<file path="src/rtl/vram_port_responder.sv">
// vram_port_responder
// Memory-side responder for the VDP VRAM access bus. On each slot capture
// edge it latches one arbiter request. It then runs that request as a single
// handshaked 32-bit word transaction on the memory port, and returns read
// data to the VDP as a selected byte and as a full word.
//
// Memory port handshake: mem_req rises the cycle after a request is accepted.
// While mem_req is high, mem_addr/mem_we/mem_be/mem_wdata are stable. The
// transaction completes on the first rising edge that samples mem_ack=1, and
// mem_rdata is valid on that same edge. If a capture edge coincides with the
// ack, the next request is issued with no gap in mem_req. If a capture edge
// arrives with no ack, that new request is dropped and overrun is set.
module vram_port_responder #(
  parameter int ADDR_W = 17
) (
  input  logic              CLK21M,
  input  logic              RESET_N,
  input  logic [1:0]        DOTSTATE,
  input  logic [ADDR_W-1:0] IRAMADR,
  input  logic              PRAMWE_N,
  input  logic [7:0]        PRAMDBO,
  input  logic [31:0]       PRAMDBO_32,
  input  logic              vram_rd_32_mode,
  input  logic              vram_wr_32_mode,
  input  logic              overrun_clr,
  output logic              mem_req,
  output logic [ADDR_W-3:0] mem_addr,
  output logic              mem_we,
  output logic [3:0]        mem_be,
  output logic [31:0]       mem_wdata,
  input  logic              mem_ack,
  input  logic [31:0]       mem_rdata,
  output logic [7:0]        PRAMDBI,
  output logic [31:0]       PRAMDBI_32,
  output logic              rd_valid,
  output logic              overrun,
  output logic              o_dbg_state
);

  typedef enum logic {
    ST_IDLE = 1'b0,
    ST_BUSY = 1'b1
  } state_t;

  state_t            r_state;
  state_t            w_state_nxt;
  logic              w_capture;
  logic              w_accept;
  logic              w_drop;
  logic              w_complete;

  logic [ADDR_W-3:0] r_addr;
  logic              r_we;
  logic [3:0]        r_be;
  logic [31:0]       r_wdata;
  logic [1:0]        r_lane;
  logic              r_rd32;
  logic [7:0]        r_dbi;
  logic [31:0]       r_dbi32;
  logic              r_rd_valid;
  logic              r_overrun;

  logic              w_is_wr;
  logic [1:0]        w_lane;
  logic [3:0]        w_be_nxt;
  logic [31:0]       w_wdata_nxt;

  // Requests are sampled only in dot phases 00 (primary) and 11 (secondary).
  assign w_capture = (DOTSTATE == 2'b00) || (DOTSTATE == 2'b11);
  assign w_is_wr   = ~PRAMWE_N;
  assign w_lane    = IRAMADR[1:0];

  // Decode byte enables and write data for the request on the bus this cycle.
  always_comb begin
    w_be_nxt    = 4'hF;
    w_wdata_nxt = 32'h0;
    if (w_is_wr) begin
      if (vram_wr_32_mode) begin
        w_be_nxt    = 4'hF;
        w_wdata_nxt = PRAMDBO_32;
      end else begin
        w_be_nxt    = 4'b0001 << w_lane;
        w_wdata_nxt = {4{PRAMDBO}};
      end
    end
  end

  // Next-state and handshake decisions.
  always_comb begin
    w_state_nxt = r_state;
    w_accept    = 1'b0;
    w_drop      = 1'b0;
    w_complete  = 1'b0;
    case (r_state)
      ST_IDLE: begin
        if (w_capture) begin
          w_accept    = 1'b1;
          w_state_nxt = ST_BUSY;
        end
      end
      ST_BUSY: begin
        if (mem_ack) begin
          w_complete = 1'b1;
          if (w_capture) begin
            w_accept = 1'b1;
          end else begin
            w_state_nxt = ST_IDLE;
          end
        end else if (w_capture) begin
          w_drop = 1'b1;
        end
      end
      default: w_state_nxt = ST_IDLE;
    endcase
  end

  // State register; reset abandons any in-flight transaction.
  always_ff @(posedge CLK21M or negedge RESET_N) begin
    if (!RESET_N) r_state <= ST_IDLE;
    else          r_state <= w_state_nxt;
  end

  // Latch the request fields only when a request is accepted.
  always_ff @(posedge CLK21M or negedge RESET_N) begin
    if (!RESET_N) begin
      r_addr  <= '0;
      r_we    <= 1'b0;
      r_be    <= 4'h0;
      r_wdata <= 32'h0;
      r_lane  <= 2'b00;
      r_rd32  <= 1'b0;
    end else if (w_accept) begin
      r_addr  <= IRAMADR[ADDR_W-1:2];
      r_we    <= w_is_wr;
      r_be    <= w_be_nxt;
      r_wdata <= w_wdata_nxt;
      r_lane  <= w_lane;
      r_rd32  <= vram_rd_32_mode;
    end
  end

  // Capture read data on completion, using the in-flight request's lane and width.
  always_ff @(posedge CLK21M or negedge RESET_N) begin
    if (!RESET_N) begin
      r_dbi      <= 8'hFF;
      r_dbi32    <= 32'hFFFF_FFFF;
      r_rd_valid <= 1'b0;
    end else if (w_complete && !r_we) begin
      r_dbi32    <= mem_rdata;
      r_dbi      <= r_rd32 ? mem_rdata[7:0] : mem_rdata[{r_lane, 3'b000} +: 8];
      r_rd_valid <= 1'b1;
    end else begin
      r_rd_valid <= 1'b0;
    end
  end

  // Sticky overrun flag; a drop on the same edge as a clear keeps it set.
  always_ff @(posedge CLK21M or negedge RESET_N) begin
    if (!RESET_N)         r_overrun <= 1'b0;
    else if (w_drop)      r_overrun <= 1'b1;
    else if (overrun_clr) r_overrun <= 1'b0;
  end

  assign mem_req     = (r_state == ST_BUSY);
  assign mem_addr    = r_addr;
  assign mem_we      = r_we;
  assign mem_be      = r_be;
  assign mem_wdata   = r_wdata;
  assign PRAMDBI     = r_dbi;
  assign PRAMDBI_32  = r_dbi32;
  assign rd_valid    = r_rd_valid;
  assign overrun     = r_overrun;
  assign o_dbg_state = r_state;

endmodule

</file>
<file path="config.mk">
export PLATFORM = sky130hd
export DESIGN_NAME = vram_port_responder
export DESIGN_NICKNAME = d
export VERILOG_FILES = /design/src/rtl/vram_port_responder.sv
export SDC_FILE = /design/constraint.sdc
export NUM_CORES = 1
export LEC_CHECK = 0
export ABC_AREA = 0
export CORE_MARGIN = 3
export CORE_UTILIZATION = 38
export CTS_CLUSTER_SIZE = 16
export DETAILED_ROUTE_END_ITERATION = 12
export PLACE_DENSITY = 0.74
export SLEW_MARGIN = 25
export SYNTH_ARGS = -nofsm -noshare
export SYNTH_HDL_FRONTEND = slang
export SYNTH_SLANG_ARGS = --single-unit
</file>
<file path="constraint.sdc">
create_clock -name CLK21M -period 1.14 [get_ports CLK21M]
set_clock_uncertainty 0.05 [all_clocks]
set_input_delay 0.228 -clock CLK21M [delete_from_list [all_inputs] [get_ports CLK21M]]
set_output_delay 0.228 -clock CLK21M [all_outputs]
set_load 0.02 [all_outputs]
</file>
Word-level counts from Yosys, hierarchy flattened:

Cells that the tools add are included.

* add/sub/neg operators: 0
* multiply operators: 0
* div/mod/pow operators: 0
* order comparisons: 0
* equal/unequal tests: 1
* shifts and indexed selects: 2
* multiplexer cells: 17
* bitwise gates (word level): 2
* reduce and logical (&&, ||, !) cells: 5

Operator list (number)
* 32-bit two-way mux: 2
* 32-bit by 6-bit variable part select with 8-bit output: 1
* 1-bit two-way mux: 10
* 4-bit two-way mux: 2
* 8-bit two-way mux: 1
* 1-bit one-hot mux with 2 select lines: 2
* 1-bit by 2-bit left shift with 4-bit output, first input constant: 1
* 2-bit equality test, second input constant: 1
* 2-bit logical NOT: 1
* 1-bit inverter: 2
* 2-bit nonzero test: 1
* 1-bit logical AND: 1
* 1-bit logical NOT: 1
* 1-bit logical OR: 1

* bits in registers: 98
* latch bits: 0
* RAM bits: 0
* bits in read-only memories: 0
* input bits: 98
* output and inout port bits: 96
* logic and storage cells: 38
* memories: 0

Depth between registers and ports, before layout:

* depth after elaboration: 6
* depth in mapped cells: 6
* depth with buffers taken out: 4

Worst setup path after synthesis:

OpenSTA, ideal clock, no wires.

* path kind: reg2reg
* start point: register r_state, in the netlist mem_req
* end point: register r_addr[10], in the netlist mem_addr[10]
* data arrival time: 1.213 ns
* required time: 0.965 ns
* path slack: -0.248 ns
* stages on the path, launching flop included: 5
* buffers on the path: 1
* clock period less this slack: 1.388 ns
* cell sequence: dfrtp_1 nand2b_1 nand2b_4 buf_4 mux2_2

* cells in the longest elaborated chain, start to end: 2

Ends and longest elaborated chain
* start, declared: RTL line 45 `state_t r_state;`
* start signal, assigned: RTL line 120 `else r_state <= w_state_nxt;`
* 1-bit inverter
* 1-bit one-hot mux with 2 select lines (*): RTL line 94 `case (r_state)`
* end signal, assigned: RTL line 133 `r_addr <= IRAMADR[ADDR_W-1:2];`
* end, declared: RTL line 52 `logic [ADDR_W-3:0] r_addr;`

Every way passes the cells marked *; elsewhere a longest branch is shown, timed or not.
A chain may end at the register's enable or synchronous reset.

Worst setup path in the final report:

* start point: register r_we, in the netlist mem_we
* end point: register r_dbi[0], in the netlist PRAMDBI[0]

* cells in the longest elaborated chain, start to end: 2

Ends and longest elaborated chain
* start, declared: RTL line 53 `logic r_we;`
* start signal, assigned: RTL line 134 `r_we <= w_is_wr;`
* 1-bit logical NOT: RTL line 148 `end else if (w_complete && !r_we) begin`
* 1-bit logical AND: RTL line 148
* end signal, assigned: RTL line 150 `r_dbi <= r_rd32 ? mem_rdata[7:0] : mem_rdata[{r_lane, 3'b000} +: 8];`
* end, declared: RTL line 58 `logic [7:0] r_dbi;`

No other way between the ends.

==> flow_summary.ini <==
[layout]
num_antenna_cells = 0
final_nets = 795
final_design_area_no_fill_um2 = 8680
drive_above_1_share_pct = 56.6
synthToLayoutAreaGrowth_pct = 101
fin_util_pct = 79.0

[setup_path]
cpPeakStageDelay_ps = 420
endpoint_kind = register
crit_path_top_delay_cell = dfrtp_2
rr_worst_depth = 4
cp-start-kind = register
critPathLaunch = mem_we
r2r-end = PRAMDBI[0]
r2r-start = mem_we
required_ps = 1330
critPathKind = reg2reg
cp.arrival_ps = 1630
crit_fanout = 12
reg2reg_slack_ps = -300
crit_chain = nand3b_1 > buf_4 > clkbuf_16 > o31ai_2

[routing]
ant_nets = 0
first_iter_violations = 236
first_pass_iters = 5
viasPerCell = 5.30
drt-total-wl_um = 17700
vias = 4462
wire_per_inst_um = 21.0
drc = 0

[power]
p_int_w = 0.0103
power_density_nw_per_um2 = 1810
leakage_nw = 3.98
p_switching_w = 0.00544
p_comb_share_pct = 44.8
p_clk_share_pct = 20.8
max-vdd-ir-drop_mv = 1.14
p_seq_share_pct = 34.4
swShare_pct = 34.5

[sta]
worst_pin_slew_ps = 592
min_period_ps = 1440
final_max_slew_viol_count = 0
max_freq_mhz = 692
final-setup-viol-count = 191
layout_setup_ws_ps = -304
fin_crit_sh_pct = 127
slew_headroom_pct = 60.5
hold_slack_ps = 225
rsz0062_at_grt = yes
hold_viol_final = 0

[synth]
syn_inst = 412
synth_area_per_cell_um2 = 10.5
synth_area_leaders = dfrtp_1 34%, dfstp_2 24%, nand2_1 9.3%, mux2_2 5.0%, o31ai_1 4.4%
synth_top_area_cell = dfrtp_1
synthDominantCellAreaShare_pct = 33.7
synth_warnings = 0
yosysSeqAreaShare_pct = 58.1
syn-num-nets = 510
ys_ff_latch = 98
synth.distinct_cells = 27
netlist_area_um2 = 4310

[place]
place_area_um2 = 6670
hpwl_um = 10100
routabilityCongestion = 0.880
numPortBuffers = 193

[grt]
antenna_found_initial = 0
grt_pass1_wl_um = 22100
grt-ovfl-total = 0
grtUsageTotal_pct = 22.1
grt_pass1_vias = 4306
grt_max_degree = 50

[run_status]
status = finished, violations left
violations = negative setup slack

[clock_tree]
cts.sinks = 98
cts_tree = yes
htree_levels = 3
path_clk_slew_ps = 70
clk_path_buf_depth = 2
clock-root-buffer = clkbuf_16
cts_inserted_buffers = 9
clk_latency_ps = 340

[job]
drv_cap = 0

[floorplan]
core-area_um2 = 11000
num_rows = 38
initial_core_util_pct = 39.2
die-area_um2 = 12700
die_w_um = 112
io_pins = 194
chipHeight_um = 112

[hold_path]
hold_path_class = in2async
## cells in the mapped netlist, drive strengths merged
cell type and count:
o22ai 9, nor2b 6, o21ai 22, xor2 1, a311oi 7, inv 18
mux2 19, nor2 10, a21oi 36, nand2 107, o31ai 39, nand3b 1
mux2i 1, dfrtp 58, dfstp 40, clkbuf 9, buf 22, and2b 2
a22oi 1, nand2b 2, or2 2
## logic make-up after synthesis
| family | Yosys count | synth area share [%] |
|---|---|---|
| AO/OA/AOI/OAI | 114 | 18.1 |
| XOR/XNOR | 1 | 0.203 |
| buffers and inverters | 49 | 6.07 |
| flip-flops | 98 | 58.1 |
| multiplexers | 20 | 5.20 |
| AND/OR/NAND/NOR | 130 | 12.4 |
## power by group through the flow
stage / clock network (W) / logic (W) / registers (W)
after global routing: 0.00351 / 0.00740 / 0.00550
after floorplan: 0 / 0.00135 / 0.00614
after detailed placement: 0 / 0.00496 / 0.00518
final: 0.00327 / 0.00705 / 0.00541
after CTS: 0.00330 / 0.00569 / 0.00531
after global placement: 0 / 0.00486 / 0.00515
## registers in the layout (all words and copies together) (netlist names), 2 cells and up
signal      flops
PRAMDBI         8
mem_addr       15
PRAMDBI_32     32
mem_wdata      32
r_lane          2
mem_be          4
## worst max-delay path, delay by kind of cell (launching register included)
kind / cells / cell delay (ps)
DFF: 1 / 420
AOI/OAI and AO/OA: 1 / 330
buffers and inverters: 2 / 350
and+or+nand+nor: 1 / 190
## placed cells by master (no fill, tap or decap), drive strengths merged, types with 10 or more instances in the layout
cell,instances
o21ai,22
inv,19
clkdlybuf4s50,93
o31ai,39
clkbuf,17
a21oi,36
nor2,10
nand2,107
dfstp,40
mux2,19
buf,200
dfrtp,58
## what timing repair did
| item | CTS | global route |
|---|---|---|
| hold buffers | 1 | 0 |
| cloned | 1 | 9 |
| endpoints found under the hold margin | 66 | 0 |
| pin swaps | 14 | 40 |
| setup endpoints to repair | 192 | 191 |
| setup buffers | 18 | 34 |
| gates resized for setup | 667 | 143 |
## area by class of cell
cell class / instances / area, um^2
clock inverters: 7 / 92.6
clock buffers: 9 / 225
flip-flops and latches: 98 / 2510
fillers: 582 / 2300
multi-input cells: 265 / 2360
inverters: 18 / 75.1
well taps: 140 / 175
repair buffers: 305 / 3240
## metal layers
metal / global-route usage (%) / vias up / wire, um
li1: - / 1994 / -
met1: 27.2 / 2209 / 6730
met2: 36.8 / 230 / 8990
met3: 7.92 / 29 / 1520
met4: 6.57 / 0 / 461
met5: 0 / - / 0
## worst max-delay path by stage
stage,to,slack (ps)
floorplan,PRAMDBI_32[24],-190
global placement,mem_wdata[24],-660
detailed placement,mem_wdata[12],-720
CTS,PRAMDBI[5],-190
global route,PRAMDBI[0],-340
finish,PRAMDBI[0],-300
## metrics by stage
step                setup TNS [ps]  setup WS (ps)  instances  power (W)
CTS                         -18380           -194        800     0.0143
global route                -31600           -338        842     0.0164
floorplan                   -13650           -191        412    0.00749
detailed placement          -64800           -718        765     0.0101
global placement            -61820           -656        765     0.0100
finish                      -23960           -304        842     0.0157
Note: power is estimated with default switching activity, not from simulation.
